**src/rtl/alarm_time_set_pkg.sv**
```systemverilog
// Shared definitions for the alarm time-set block: button FSM encoding
// and the BCD digit limits used by the minute/hour steppers.
package alarm_time_set_pkg;

  typedef enum logic [1:0] {
    BTN_IDLE   = 2'd0,
    BTN_WAIT   = 2'd1,
    BTN_REPEAT = 2'd2
  } btn_state_t;

  localparam logic [3:0] BCD_NINE  = 4'd9;
  localparam logic [3:0] BCD_FIVE  = 4'd5;
  localparam logic [3:0] BCD_TWO   = 4'd2;
  localparam logic [3:0] BCD_THREE = 4'd3;
  localparam logic [3:0] BCD_ONE   = 4'd1;

endpackage

```
**src/rtl/alarm_time_set_btn_repeat.sv**
```systemverilog
// Press/auto-repeat generator: one step on the press edge, then after
// REPEAT_DELAY cycles one step every REPEAT_PERIOD cycles while held.
// Releasing the button returns to IDLE at once with no further step.
module btn_repeat
  import alarm_time_set_pkg::*;
#(
  parameter int REPEAT_DELAY  = 50_000_000,
  parameter int REPEAT_PERIOD = 10_000_000
) (
  input  logic clk,
  input  logic rst_n,
  input  logic btn,
  output logic step
);

  localparam int CNT_MAX = (REPEAT_DELAY > REPEAT_PERIOD) ? REPEAT_DELAY : REPEAT_PERIOD;
  localparam int CW      = $clog2(CNT_MAX + 1);
  localparam logic [CW-1:0] DELAY_LAST  = CW'(REPEAT_DELAY - 1);
  localparam logic [CW-1:0] PERIOD_LAST = CW'(REPEAT_PERIOD - 1);

  btn_state_t    state, state_next;
  logic [CW-1:0] cnt, cnt_next;
  logic          btn_q;
  logic          step_next;

  // State, counter, previous-level and step registers. btn_q resets high so
  // a button already held when reset releases is not mistaken for a press.
  always_ff @(posedge clk or negedge rst_n) begin
    if (!rst_n) begin
      state <= BTN_IDLE;
      cnt   <= '0;
      btn_q <= 1'b1;
      step  <= 1'b0;
    end else begin
      state <= state_next;
      cnt   <= cnt_next;
      btn_q <= btn;
      step  <= step_next;
    end
  end

  // Next-state, counter and step decision; release always wins.
  always_comb begin
    state_next = state;
    cnt_next   = cnt;
    step_next  = 1'b0;
    if (!btn) begin
      state_next = BTN_IDLE;
      cnt_next   = '0;
    end else begin
      case (state)
        BTN_IDLE: begin
          if (!btn_q) begin
            step_next  = 1'b1;
            state_next = BTN_WAIT;
            cnt_next   = '0;
          end
        end
        BTN_WAIT: begin
          if (cnt == DELAY_LAST) begin
            step_next  = 1'b1;
            state_next = BTN_REPEAT;
            cnt_next   = '0;
          end else begin
            cnt_next = cnt + CW'(1);
          end
        end
        BTN_REPEAT: begin
          if (cnt == PERIOD_LAST) begin
            step_next = 1'b1;
            cnt_next  = '0;
          end else begin
            cnt_next = cnt + CW'(1);
          end
        end
        default: begin
          state_next = BTN_IDLE;
          cnt_next   = '0;
        end
      endcase
    end
  end

endmodule

```
**src/rtl/alarm_time_set.sv**
```systemverilog
// Alarm time setting and ringing: minute/hour buttons step BCD alarm
// digits (24 h or 12 h with PM flag), and the alarm rings once per rising
// match with the current time until stopped or RING_CYCLES elapse.
module alarm_time_set
  import alarm_time_set_pkg::*;
#(
  parameter bit              MODE24        = 1'b1,
  parameter int              REPEAT_DELAY  = 50_000_000,
  parameter int              REPEAT_PERIOD = 10_000_000,
  parameter longint unsigned RING_CYCLES   = 64'd3_000_000_000
) (
  input  logic       clk,
  input  logic       rst_n,
  input  logic       btn_min,
  input  logic       btn_hour,
  input  logic       btn_stop,
  input  logic       alarm_en,
  input  logic [3:0] cur_d0,
  input  logic [3:0] cur_d1,
  input  logic [3:0] cur_d2,
  input  logic [3:0] cur_d3,
  input  logic       cur_pm,
  output logic [3:0] d0,
  output logic [3:0] d1,
  output logic [3:0] d2,
  output logic [3:0] d3,
  output logic       pm,
  output logic       ring
);

  localparam int RCW = $clog2(RING_CYCLES + 1);
  localparam logic [RCW-1:0] RING_LAST = RCW'(RING_CYCLES - 1);
  // 12 h mode starts at 12:00 AM, 24 h mode at 00:00.
  localparam logic [3:0] RST_D3 = MODE24 ? 4'd0 : BCD_ONE;
  localparam logic [3:0] RST_D2 = MODE24 ? 4'd0 : BCD_TWO;

  logic           min_step, hour_step;
  logic [3:0]     d0_next, d1_next, d2_next, d3_next;
  logic           pm_next;
  logic           match, match_q, stop_q, stop_edge, stop_cond;
  logic           ring_next;
  logic [RCW-1:0] ring_cnt, ring_cnt_next;

  btn_repeat #(.REPEAT_DELAY(REPEAT_DELAY), .REPEAT_PERIOD(REPEAT_PERIOD)) u_min (
    .clk(clk), .rst_n(rst_n), .btn(btn_min), .step(min_step)
  );

  btn_repeat #(.REPEAT_DELAY(REPEAT_DELAY), .REPEAT_PERIOD(REPEAT_PERIOD)) u_hour (
    .clk(clk), .rst_n(rst_n), .btn(btn_hour), .step(hour_step)
  );

  // Digit stepping; minute and hour fields are independent (no carry).
  always_comb begin
    d0_next = d0;
    d1_next = d1;
    d2_next = d2;
    d3_next = d3;
    pm_next = pm;
    if (min_step) begin
      if (d0 >= BCD_NINE) begin
        d0_next = 4'd0;
        d1_next = (d1 >= BCD_FIVE) ? 4'd0 : d1 + 4'd1;
      end else begin
        d0_next = d0 + 4'd1;
      end
    end
    if (hour_step) begin
      if (MODE24) begin
        if (d3 >= BCD_TWO && d2 >= BCD_THREE) begin
          d3_next = 4'd0;
          d2_next = 4'd0;
        end else if (d2 >= BCD_NINE) begin
          d2_next = 4'd0;
          d3_next = d3 + 4'd1;
        end else begin
          d2_next = d2 + 4'd1;
        end
      end else begin
        // 12 -> 01, 11 -> 12 flips AM/PM, otherwise plain BCD count.
        if (d3 == BCD_ONE && d2 >= BCD_TWO) begin
          d3_next = 4'd0;
          d2_next = BCD_ONE;
        end else if (d3 == BCD_ONE && d2 == BCD_ONE) begin
          d2_next = BCD_TWO;
          pm_next = ~pm;
        end else if (d2 >= BCD_NINE) begin
          d2_next = 4'd0;
          d3_next = BCD_ONE;
        end else begin
          d2_next = d2 + 4'd1;
        end
      end
    end
  end

  assign match     = alarm_en && (cur_d0 == d0) && (cur_d1 == d1) && (cur_d2 == d2) &&
                     (cur_d3 == d3) && (MODE24 || (cur_pm == pm));
  assign stop_edge = btn_stop && !stop_q;
  assign stop_cond = stop_edge || !alarm_en || min_step || hour_step ||
                     (ring && (ring_cnt == RING_LAST));

  // Ring control: any stop condition beats a new match edge; only a rising
  // match starts ringing, so a stopped alarm waits for match to drop first.
  always_comb begin
    ring_next     = ring;
    ring_cnt_next = ring_cnt;
    if (stop_cond) begin
      ring_next     = 1'b0;
      ring_cnt_next = '0;
    end else if (match && !match_q) begin
      ring_next     = 1'b1;
      ring_cnt_next = '0;
    end else if (ring) begin
      ring_cnt_next = ring_cnt + RCW'(1);
    end
  end

  // Alarm digits, ring state and edge-detect history.
  always_ff @(posedge clk or negedge rst_n) begin
    if (!rst_n) begin
      d0       <= 4'd0;
      d1       <= 4'd0;
      d2       <= RST_D2;
      d3       <= RST_D3;
      pm       <= 1'b0;
      ring     <= 1'b0;
      ring_cnt <= '0;
      match_q  <= 1'b0;
      stop_q   <= 1'b1;
    end else begin
      d0       <= d0_next;
      d1       <= d1_next;
      d2       <= d2_next;
      d3       <= d3_next;
      pm       <= pm_next;
      ring     <= ring_next;
      ring_cnt <= ring_cnt_next;
      match_q  <= match;
      stop_q   <= btn_stop;
    end
  end

endmodule

```
**config.mk**
```make
export PLATFORM = sky130hd
export DESIGN_NAME = alarm_time_set
export DESIGN_NICKNAME = d
export VERILOG_FILES = /design/src/rtl/alarm_time_set_pkg.sv /design/src/rtl/alarm_time_set_btn_repeat.sv /design/src/rtl/alarm_time_set.sv
export SDC_FILE = /design/constraint.sdc
export NUM_CORES = 1
export LEC_CHECK = 0
export ABC_AREA = 1
export CAP_MARGIN = 10
export CORE_MARGIN = 2
export CORE_UTILIZATION = 55
export CTS_CLUSTER_DIAMETER = 40
export DETAILED_ROUTE_END_ITERATION = 10
export PLACE_DENSITY = 0.82
export SLEW_MARGIN = 20
export SYNTH_ARGS = -nofsm -noshare
export SYNTH_HDL_FRONTEND = slang
export SYNTH_SLANG_ARGS = --single-unit
```
**constraint.sdc**
```tcl
create_clock -name clk -period 1.9 [get_ports clk]
set_input_delay 0.285 -clock clk [delete_from_list [all_inputs] [get_ports clk]]
set_output_delay 0.285 -clock clk [all_outputs]
set_load 0.01 [all_outputs]
```
==> impl_metrics.xml, run 1 <==
<?xml version="1.0" encoding="UTF-8"?>
<metrics>
  <group name="clock_network">
    <metric name="clk_transition_reported_paths" unit="ps">70</metric>
    <metric name="cts_max_path_buffers" unit="">2</metric>
    <metric name="htreeDepth" unit="">3</metric>
    <metric name="clock-sinks" unit="">111</metric>
    <metric name="cts_made_buffers" unit="">9</metric>
    <metric name="cts_tree" unit="">yes</metric>
    <metric name="worstSkewPairLatency" unit="ps">360</metric>
    <metric name="cts-root-buf" unit="">clkbuf_16</metric>
  </group>
  <group name="setup_path">
    <metric name="slowest_stage_cell_on_the_critical_path" unit="">dfrtp_1</metric>
    <metric name="worst_setup_path_end_kind" unit="">flop</metric>
    <metric name="worst_path_largest_cell_delay" unit="ps">420</metric>
    <metric name="critPathRequiredTime" unit="ps">2190</metric>
    <metric name="crit_path_category" unit="">reg -&gt; reg</metric>
    <metric name="cpMostUsedCell" unit="">nand2_1</metric>
    <metric name="critical_path.startpoint_type" unit="">flop</metric>
    <metric name="path_max_fanout" unit="">14</metric>
    <metric name="critPathArrivalTime" unit="ps">2110</metric>
    <metric name="crit_path_cell_trace" unit="">ha_2 -&gt; nand2_1 -&gt; nor2_4 -&gt; nand2_1 -&gt; inv_1 -&gt; nand2_1 -&gt; nor2_2 -&gt; o21ai_4 -&gt; nand2_4 -&gt; a21oi_1</metric>
  </group>
  <group name="synth">
    <metric name="seq_area_frac_synth" unit="%">36.6</metric>
    <metric name="yosys.area_share.xor_xnor" unit="%">5.54</metric>
    <metric name="synth_compound_area_share" unit="%">5.72</metric>
    <metric name="synth_simple_gate_area_share" unit="%">38.9</metric>
    <metric name="dominant_combinational_cell_family_by_area_after_synthesis" unit="">simple AND/OR/NAND/NOR gates</metric>
    <metric name="ys_top_cells_by_area" unit="">dfrtp_1 (36%), nand2_1 (16%), nor2_1 (7.4%)</metric>
    <metric name="synth_fp_nets" unit="">1154</metric>
    <metric name="synth_cells" unit="">1107</metric>
    <metric name="multiplexer_fraction_of_the_synthesized_cell_area" unit="%">0</metric>
    <metric name="postSynth.topFlopCell" unit="">dfrtp_1</metric>
    <metric name="synth_fa_ha_area_share" unit="%">3.95</metric>
    <metric name="syn_area_per_cell" unit="sq um">6.86</metric>
    <metric name="synth.yosys.warnings" unit="">0</metric>
    <metric name="synth-edff-count" unit="">0</metric>
    <metric name="syn_area" unit="sq um">7590</metric>
    <metric name="synth.distinct_cells" unit="">43</metric>
    <metric name="post-synth-top-area-fraction" unit="%">35.6</metric>
    <metric name="ys_seq_elements" unit="">111</metric>
    <metric name="synthDominantAreaCellType" unit="">dfrtp_1</metric>
    <metric name="asyncSetResetFlopFracSynth" unit="%">100</metric>
  </group>
  <group name="detailed_routing">
    <metric name="total_via_count_after_detailed_routing" unit="">7061</metric>
    <metric name="drt_first_iter_violations" unit="">648</metric>
    <metric name="vias_per_cell" unit="">5.21</metric>
    <metric name="detail_route.drc_violations" unit="">0</metric>
    <metric name="final_ant_viol_nets" unit="">0</metric>
    <metric name="drt_first_pass_iters" unit="">5</metric>
    <metric name="routed_wire_length_per_instance" unit="um">12.7</metric>
    <metric name="routed_wl" unit="mm">17.1</metric>
  </group>
  <group name="floorplanning">
    <metric name="chipHeight" unit="um">122</metric>
    <metric name="coreArea" unit="sq um">13300</metric>
    <metric name="io_pins" unit="">41</metric>
    <metric name="die_w" unit="um">122</metric>
    <metric name="die_area" unit="sq um">14800</metric>
    <metric name="rows" unit="">42</metric>
    <metric name="floorplan.initialDensity" unit="%">56.9</metric>
  </group>
  <group name="run_status">
    <metric name="run_status" unit="">complete, no violations</metric>
  </group>
  <group name="finish">
    <metric name="nFillCells" unit="">1191</metric>
    <metric name="mostFrequentLayoutCells" unit="">nand2_1 (328), inv_1 (148), nor2_1 (147)</metric>
    <metric name="mostFrequentLayoutCell" unit="">nand2_1</metric>
    <metric name="finished_core_util" unit="%">65.3</metric>
    <metric name="layout-drive-gt1-share" unit="%">8.91</metric>
    <metric name="stdcell_area" unit="sq um">8720</metric>
    <metric name="syn2layout_area_growth" unit="%">14.8</metric>
    <metric name="multi_input_comb_area" unit="sq um">4130</metric>
    <metric name="layout.area.seq" unit="sq um">2780</metric>
    <metric name="num_antenna_cells" unit="">0</metric>
    <metric name="nNetsFinal" unit="">1221</metric>
  </group>
  <group name="power">
    <metric name="total_leakage_power" unit="uW">0.00403</metric>
    <metric name="power_switching_share" unit="%">35.9</metric>
    <metric name="power.sequential.fraction" unit="%">38.9</metric>
    <metric name="vdd_ir_drop_max" unit="V">0.000743</metric>
    <metric name="powerDensity" unit="nW/um^2">825</metric>
    <metric name="netSwitchingPower" unit="uW">2580</metric>
    <metric name="share_comb_of_total_power" unit="%">34.0</metric>
    <metric name="internal_power" unit="uW">4610</metric>
    <metric name="power.share.clock" unit="%">27.2</metric>
  </group>
  <group name="timing">
    <metric name="finalHoldViolations" unit="">0</metric>
    <metric name="max_clock_freq" unit="GHz">0.550</metric>
    <metric name="final_max_slew_viol_count" unit="">0</metric>
    <metric name="finClkSkew" unit="ps">5.42</metric>
    <metric name="finalWorstPathRequiredPeriod" unit="ps">1820</metric>
    <metric name="period_share" unit="%">95.7</metric>
    <metric name="grt_setup_unrepaired" unit="">yes</metric>
    <metric name="setup_violation_total_in_the_final_timing_report" unit="">0</metric>
    <metric name="fin_hold_ws" unit="ps">368</metric>
  </group>
  <group name="run">
    <metric name="cap_viol_max_count" unit="">0</metric>
  </group>
  <group name="grt">
    <metric name="grt.met1_usage" unit="%">33.5</metric>
    <metric name="busiest_layer" unit="">met2</metric>
    <metric name="first_global_vias" unit="">6542</metric>
    <metric name="largest_net_degree_at_the_start_of_global_routing" unit="">46</metric>
    <metric name="global_route.usage.met3" unit="%">5.08</metric>
    <metric name="antenna_violations_before_repair" unit="">0</metric>
    <metric name="grt_first_pass_wirelength" unit="mm">29.9</metric>
    <metric name="grt.total_usage" unit="%">24.7</metric>
    <metric name="grt_overflow_total" unit="">0</metric>
    <metric name="groute.layer.met2.usage" unit="%">40.9</metric>
  </group>
  <group name="hold_path">
    <metric name="hp-class" unit="">in -&gt; async</metric>
  </group>
  <group name="placed_design">
    <metric name="placement.io_buffers" unit="">38</metric>
    <metric name="dp_hpwl" unit="mm">12.9</metric>
    <metric name="postPlaceCellArea" unit="sq um">8350</metric>
    <metric name="finalWeightedCongestion" unit="">0.930</metric>
  </group>
</metrics>
cells by family (layout without fill, tap and decap cells):
kind of cell               Yosys count  count (layout)
buffers and inverters              173             244
DFF                                111             111
and+or+nand+nor                    678             678
xor gates and xnor gates            48              48
adders and majority gates           24              24
other                                1               1
AOI/OAI and AO/OA                   72              72
state kept, by name, indices dropped and copies added, names as in the netlist, 2 cells and up:
register,count
u_hour.state,2
ring_cnt,32
d3,4
u_min.state,2
u_min.cnt,26
d1,4
u_hour.cnt,26
d2,4
d0,4
what timing repair did:
item                       in CTS  in global routing
hold endpoints to repair       20                  0
gates resized for setup         0                 10
buffers inserted                0                  5
hold buffers                    1                  0
setup endpoints to repair       0                 48
power by group through the flow:
stage / registers [uW] / logic [uW] / clock network, uW
2_1_floorplan: 2840 / 1420 / 0
3_3_place_gp: 2830 / 2260 / 0
3_5_place_dp: 2840 / 2340 / 0
4_1_cts: 2790 / 2360 / 1990
5_1_grt: 2830 / 2750 / 2070
6_report: 2790 / 2440 / 1950
layout make-up:
type | count | area share [%]
tap | 176 | 2.53
inverter | 156 | 6.72
multi-input combinational | 823 | 47.3
clock inverter | 5 | 0.675
clock buffer | 10 | 2.74
sequential | 111 | 31.9
timing repair buffer | 73 | 8.10
per-stage QoR:
| stage | cells | TNS (ps) | power (uW) | setup slack [ps] |
|---|---|---|---|---|
| after floorplan | 1107 | 0 | 4260 | 273 |
| after global placement | 1333 | 0 | 5100 | 53.0 |
| after detailed placement | 1333 | 0 | 5180 | 22.3 |
| after CTS | 1349 | 0 | 7140 | 70.8 |
| after global routing | 1354 | -347 | 7650 | -40.2 |
| final | 1354 | 0 | 7190 | 82.0 |
layer usage:
metal / vias to the layer above / routed length [um] / share of wire [%]
met5: - / 0 / 0
met3: 13 / 812 / 4.7
met4: 0 / 163 / 0.95
met1: 3259 / 8040 / 47
met2: 172 / 8120 / 47
li1: 3617 / - / -
critical path, delay by kind of cell (launching register included):
kind	cells	cell delay (ps)
AOI/OAI and AO/OA	2	460
buffers and inverters	1	50
adders and majority gates	1	220
and+or+nand+nor	6	590
DFF	1	420
path summary, 6_finish.rpt:
path | start | endpoint | slack (ps) | cells after the start
setup / recovery | u_min.cnt[0] | u_min.cnt[5] | 80 | 10
hold / removal | rst_n | u_hour.cnt[5] | 370 | 2
setup reg to reg | u_min.cnt[0] | u_min.cnt[5] | 80 | 10
hold reg to reg | u_hour.cnt[6] | u_hour.cnt[6] | 520 | 2
max in group asynchronous | rst_n | stop_q | 930 | 3
min in group clk | btn_stop | stop_q | 400 | 1
cell usage after synthesis, types with 3 or more instances:
cell / count
xor2_1: 36
buf_6: 4
nor2_4: 4
clkbuf_1: 5
dfrtp_1: 108
nor4_1: 6
xnor2_1: 12
nor2_1: 149
a21oi_1: 15
ha_1: 24
inv_2: 7
nand3_1: 106
dfstp_2: 3
nor2_2: 11
nand2_2: 4
nor3_2: 6
a21boi_0: 3
a21oi_2: 10
buf_2: 4
nand4_1: 28
nand2_1: 328
nor3_1: 26
o21ai_0: 34
inv_1: 148
No activity file was read; power rests on OpenSTA's default activity.
==> inputs of run 2 (changes only) <==
CORE_UTILIZATION = 45   (was 55)
PLACE_DENSITY = 0.71   (was 0.82)
==> run 2 against run 1 <==
Die area up 21%. Largest cell class unchanged. Combinational power about the same. Critical path depth up 2. Highest routed layer unchanged.
==> impl_metrics.xml, run 2 (same netlist as run 1, synthesis figures left out) <==
<?xml version="1.0" encoding="UTF-8"?>
<metrics>
  <group name="floorplanning">
    <metric name="die_area" unit="sq um">17900</metric>
    <metric name="io_pins" unit="">41</metric>
    <metric name="rows" unit="">47</metric>
    <metric name="die_w" unit="um">134</metric>
    <metric name="coreArea" unit="sq um">16500</metric>
    <metric name="chipHeight" unit="um">134</metric>
    <metric name="floorplan.initialDensity" unit="%">46.0</metric>
  </group>
  <group name="finish">
    <metric name="multi_input_comb_area" unit="sq um">4150</metric>
    <metric name="largest_register_ff_count" unit="">32</metric>
    <metric name="layout_top_registers" unit="">ring_cnt x32, u_hour.cnt x26, u_min.cnt x26</metric>
    <metric name="stdcell_area" unit="sq um">8830</metric>
    <metric name="mostFrequentLayoutCells" unit="">nand2_1 (328), inv_1 (148), nor2_1 (147)</metric>
    <metric name="layout.cells.non_filler" unit="">1400</metric>
    <metric name="nFillCells" unit="">1609</metric>
    <metric name="layout.area.seq" unit="sq um">2780</metric>
    <metric name="layout-drive-gt1-share" unit="%">9.07</metric>
    <metric name="nNetsFinal" unit="">1222</metric>
    <metric name="num_antenna_cells" unit="">0</metric>
    <metric name="mostFrequentLayoutCell" unit="">nand2_1</metric>
    <metric name="syn2layout_area_growth" unit="%">16.3</metric>
    <metric name="max_flop_register" unit="">ring_cnt</metric>
  </group>
  <group name="detailed_routing">
    <metric name="vias_per_cell" unit="">5.00</metric>
    <metric name="drt_first_pass_iters" unit="">5</metric>
    <metric name="routed_wl" unit="mm">17.5</metric>
    <metric name="total_via_count_after_detailed_routing" unit="">7000</metric>
    <metric name="routed_wire_length_per_instance" unit="um">12.5</metric>
    <metric name="final_ant_viol_nets" unit="">0</metric>
    <metric name="detail_route.drc_violations" unit="">0</metric>
    <metric name="drt_first_iter_violations" unit="">489</metric>
  </group>
  <group name="setup_path">
    <metric name="cpMostUsedCell" unit="">nand2_1</metric>
    <metric name="crit_path_category" unit="">reg -&gt; reg</metric>
    <metric name="critPathArrivalTime" unit="ps">2050</metric>
    <metric name="crit_path_cell_trace" unit="">ha_2 -&gt; nand2_1 -&gt; nor2_4 -&gt; nand2_1 -&gt; inv_1 -&gt; nand2_1 -&gt; nor2_4 -&gt; o21ai_4 -&gt; buf_4 -&gt; buf_4 -&gt; nand3_1 -&gt; o21ai_0</metric>
    <metric name="worst_path_largest_cell_delay" unit="ps">400</metric>
    <metric name="slowest_stage_cell_on_the_critical_path" unit="">dfrtp_1</metric>
    <metric name="critPathRequiredTime" unit="ps">2140</metric>
    <metric name="critical_path.startpoint_type" unit="">flop</metric>
    <metric name="path_max_fanout" unit="">4</metric>
    <metric name="worst_setup_path_end_kind" unit="">flop</metric>
  </group>
  <group name="timing">
    <metric name="worst_slack" unit="ps">88.8</metric>
    <metric name="final_max_slew_viol_count" unit="">0</metric>
    <metric name="period_share" unit="%">95.3</metric>
    <metric name="setup_violation_total_in_the_final_timing_report" unit="">0</metric>
    <metric name="finalWorstPathRequiredPeriod" unit="ps">1810</metric>
    <metric name="finClkSkew" unit="ps">8.09</metric>
    <metric name="max_clock_freq" unit="GHz">0.552</metric>
    <metric name="finalHoldViolations" unit="">0</metric>
    <metric name="grt_setup_unrepaired" unit="">yes</metric>
  </group>
  <group name="power">
    <metric name="total_leakage_power" unit="uW">0.00405</metric>
    <metric name="powerDensity" unit="nW/um^2">832</metric>
    <metric name="vdd_ir_drop_max" unit="V">0.000437</metric>
    <metric name="p_total" unit="uW">7350</metric>
  </group>
  <group name="clock_network">
    <metric name="cts_max_path_buffers" unit="">2</metric>
    <metric name="clock-sinks" unit="">111</metric>
    <metric name="cts-root-buf" unit="">clkbuf_16</metric>
    <metric name="cts_tree" unit="">yes</metric>
    <metric name="clk_transition_reported_paths" unit="ps">80</metric>
    <metric name="worstSkewPairLatency" unit="ps">360</metric>
    <metric name="htreeDepth" unit="">3</metric>
    <metric name="cts_made_buffers" unit="">9</metric>
  </group>
  <group name="grt">
    <metric name="grt.total_usage" unit="%">20.3</metric>
    <metric name="first_global_vias" unit="">6542</metric>
    <metric name="largest_net_degree_at_the_start_of_global_routing" unit="">34</metric>
    <metric name="grt_first_pass_wirelength" unit="mm">30.1</metric>
    <metric name="antenna_violations_before_repair" unit="">0</metric>
    <metric name="grt_overflow_total" unit="">0</metric>
  </group>
  <group name="placed_design">
    <metric name="placement.io_buffers" unit="">38</metric>
    <metric name="dp_hpwl" unit="mm">13.3</metric>
    <metric name="postPlaceCellArea" unit="sq um">8420</metric>
    <metric name="finalWeightedCongestion" unit="">0.923</metric>
    <metric name="detailedPlace.worstSlack" unit="ps">53.5</metric>
    <metric name="dp_cells" unit="">1378</metric>
  </group>
  <group name="run">
    <metric name="cap_viol_max_count" unit="">0</metric>
  </group>
  <group name="run_status">
    <metric name="run_status" unit="">complete, no violations</metric>
  </group>
  <group name="hold_path">
    <metric name="hp-class" unit="">in -&gt; async</metric>
  </group>
</metrics>
## run 2: cell type report
cell class,count,share of cell area [%]
Tap cell,220,3.12
Clock inverter,6,1.13
Clock buffer,10,2.59
Multi-Input combinational cell,823,46.9
Inverter,156,6.63
Timing Repair Buffer,74,8.12
Sequential cell,111,31.5
## run 2: power by group
| part | internal, uW | leakage, uW | total [uW] | switching (uW) |
|---|---|---|---|---|
| clock | 1180 | 0.000161 | 2120 | 934 |
| combinational | 999 | 0.00237 | 2430 | 1430 |
| sequential | 2540 | 0.00152 | 2800 | 261 |
| total | 4720 | 0.00405 | 7350 | 2630 |
## run 2: per-stage QoR
step | TNS (ps) | hold WS (ps) | util (%)
after floorplan | 0 | -10.6 | -
after global placement | 0 | 274 | 50.9
after detailed placement | 0 | 275 | 50.9
after CTS | 0 | 406 | 53.0
after global routing | -146 | 413 | 53.5
final | 0 | 424 | 53.5
## run 2: timing repair
item	CTS	global route
hold buffers	1	0
resized for setup	1	9
buffers inserted	0	5
pin swaps	0	3
endpoints found under the setup margin	1	31
hold endpoints to repair	27	0
## run 2: final timing paths
check                               from             to  slack [ps]  cells past startpoint
max                         u_min.cnt[0]  u_min.cnt[18]          90                     12
min                                rst_n          d3[2]         420                      2
max reg2reg                 u_min.cnt[0]  u_min.cnt[18]          90                     12
min reg2reg                u_hour.cnt[1]  u_hour.cnt[1]         530                      2
max in group asynchronous          rst_n   u_hour.btn_q         890                      3
min in group clk                btn_stop         stop_q         430                      1
## run 2: per-layer routing
layer | wire, um | track usage (%) | up-vias
li1 | - | - | 3623
met1 | 8540 | 28.0 | 3230
met2 | 8120 | 33.1 | 128
met3 | 629 | 4.01 | 19
met4 | 177 | 4.55 | 0
met5 | 0 | 0 | -
## run 2: worst max-delay path, delay by kind of cell (launching register included)
kind	cells	cell delay (ps)
AND/OR/NAND/NOR	6	580
AO/OA/AOI/OAI	2	150
buffers and inverters	3	340
adder cells (fa/ha/maj)	1	220
flip-flops	1	400
==> inputs of run 3 (changes only) <==
GPL_TIMING_DRIVEN = 1   (was not set)
==> results of run 3 <==
Same layout as run 2: the final DEF is identical, and so are final timing and power.
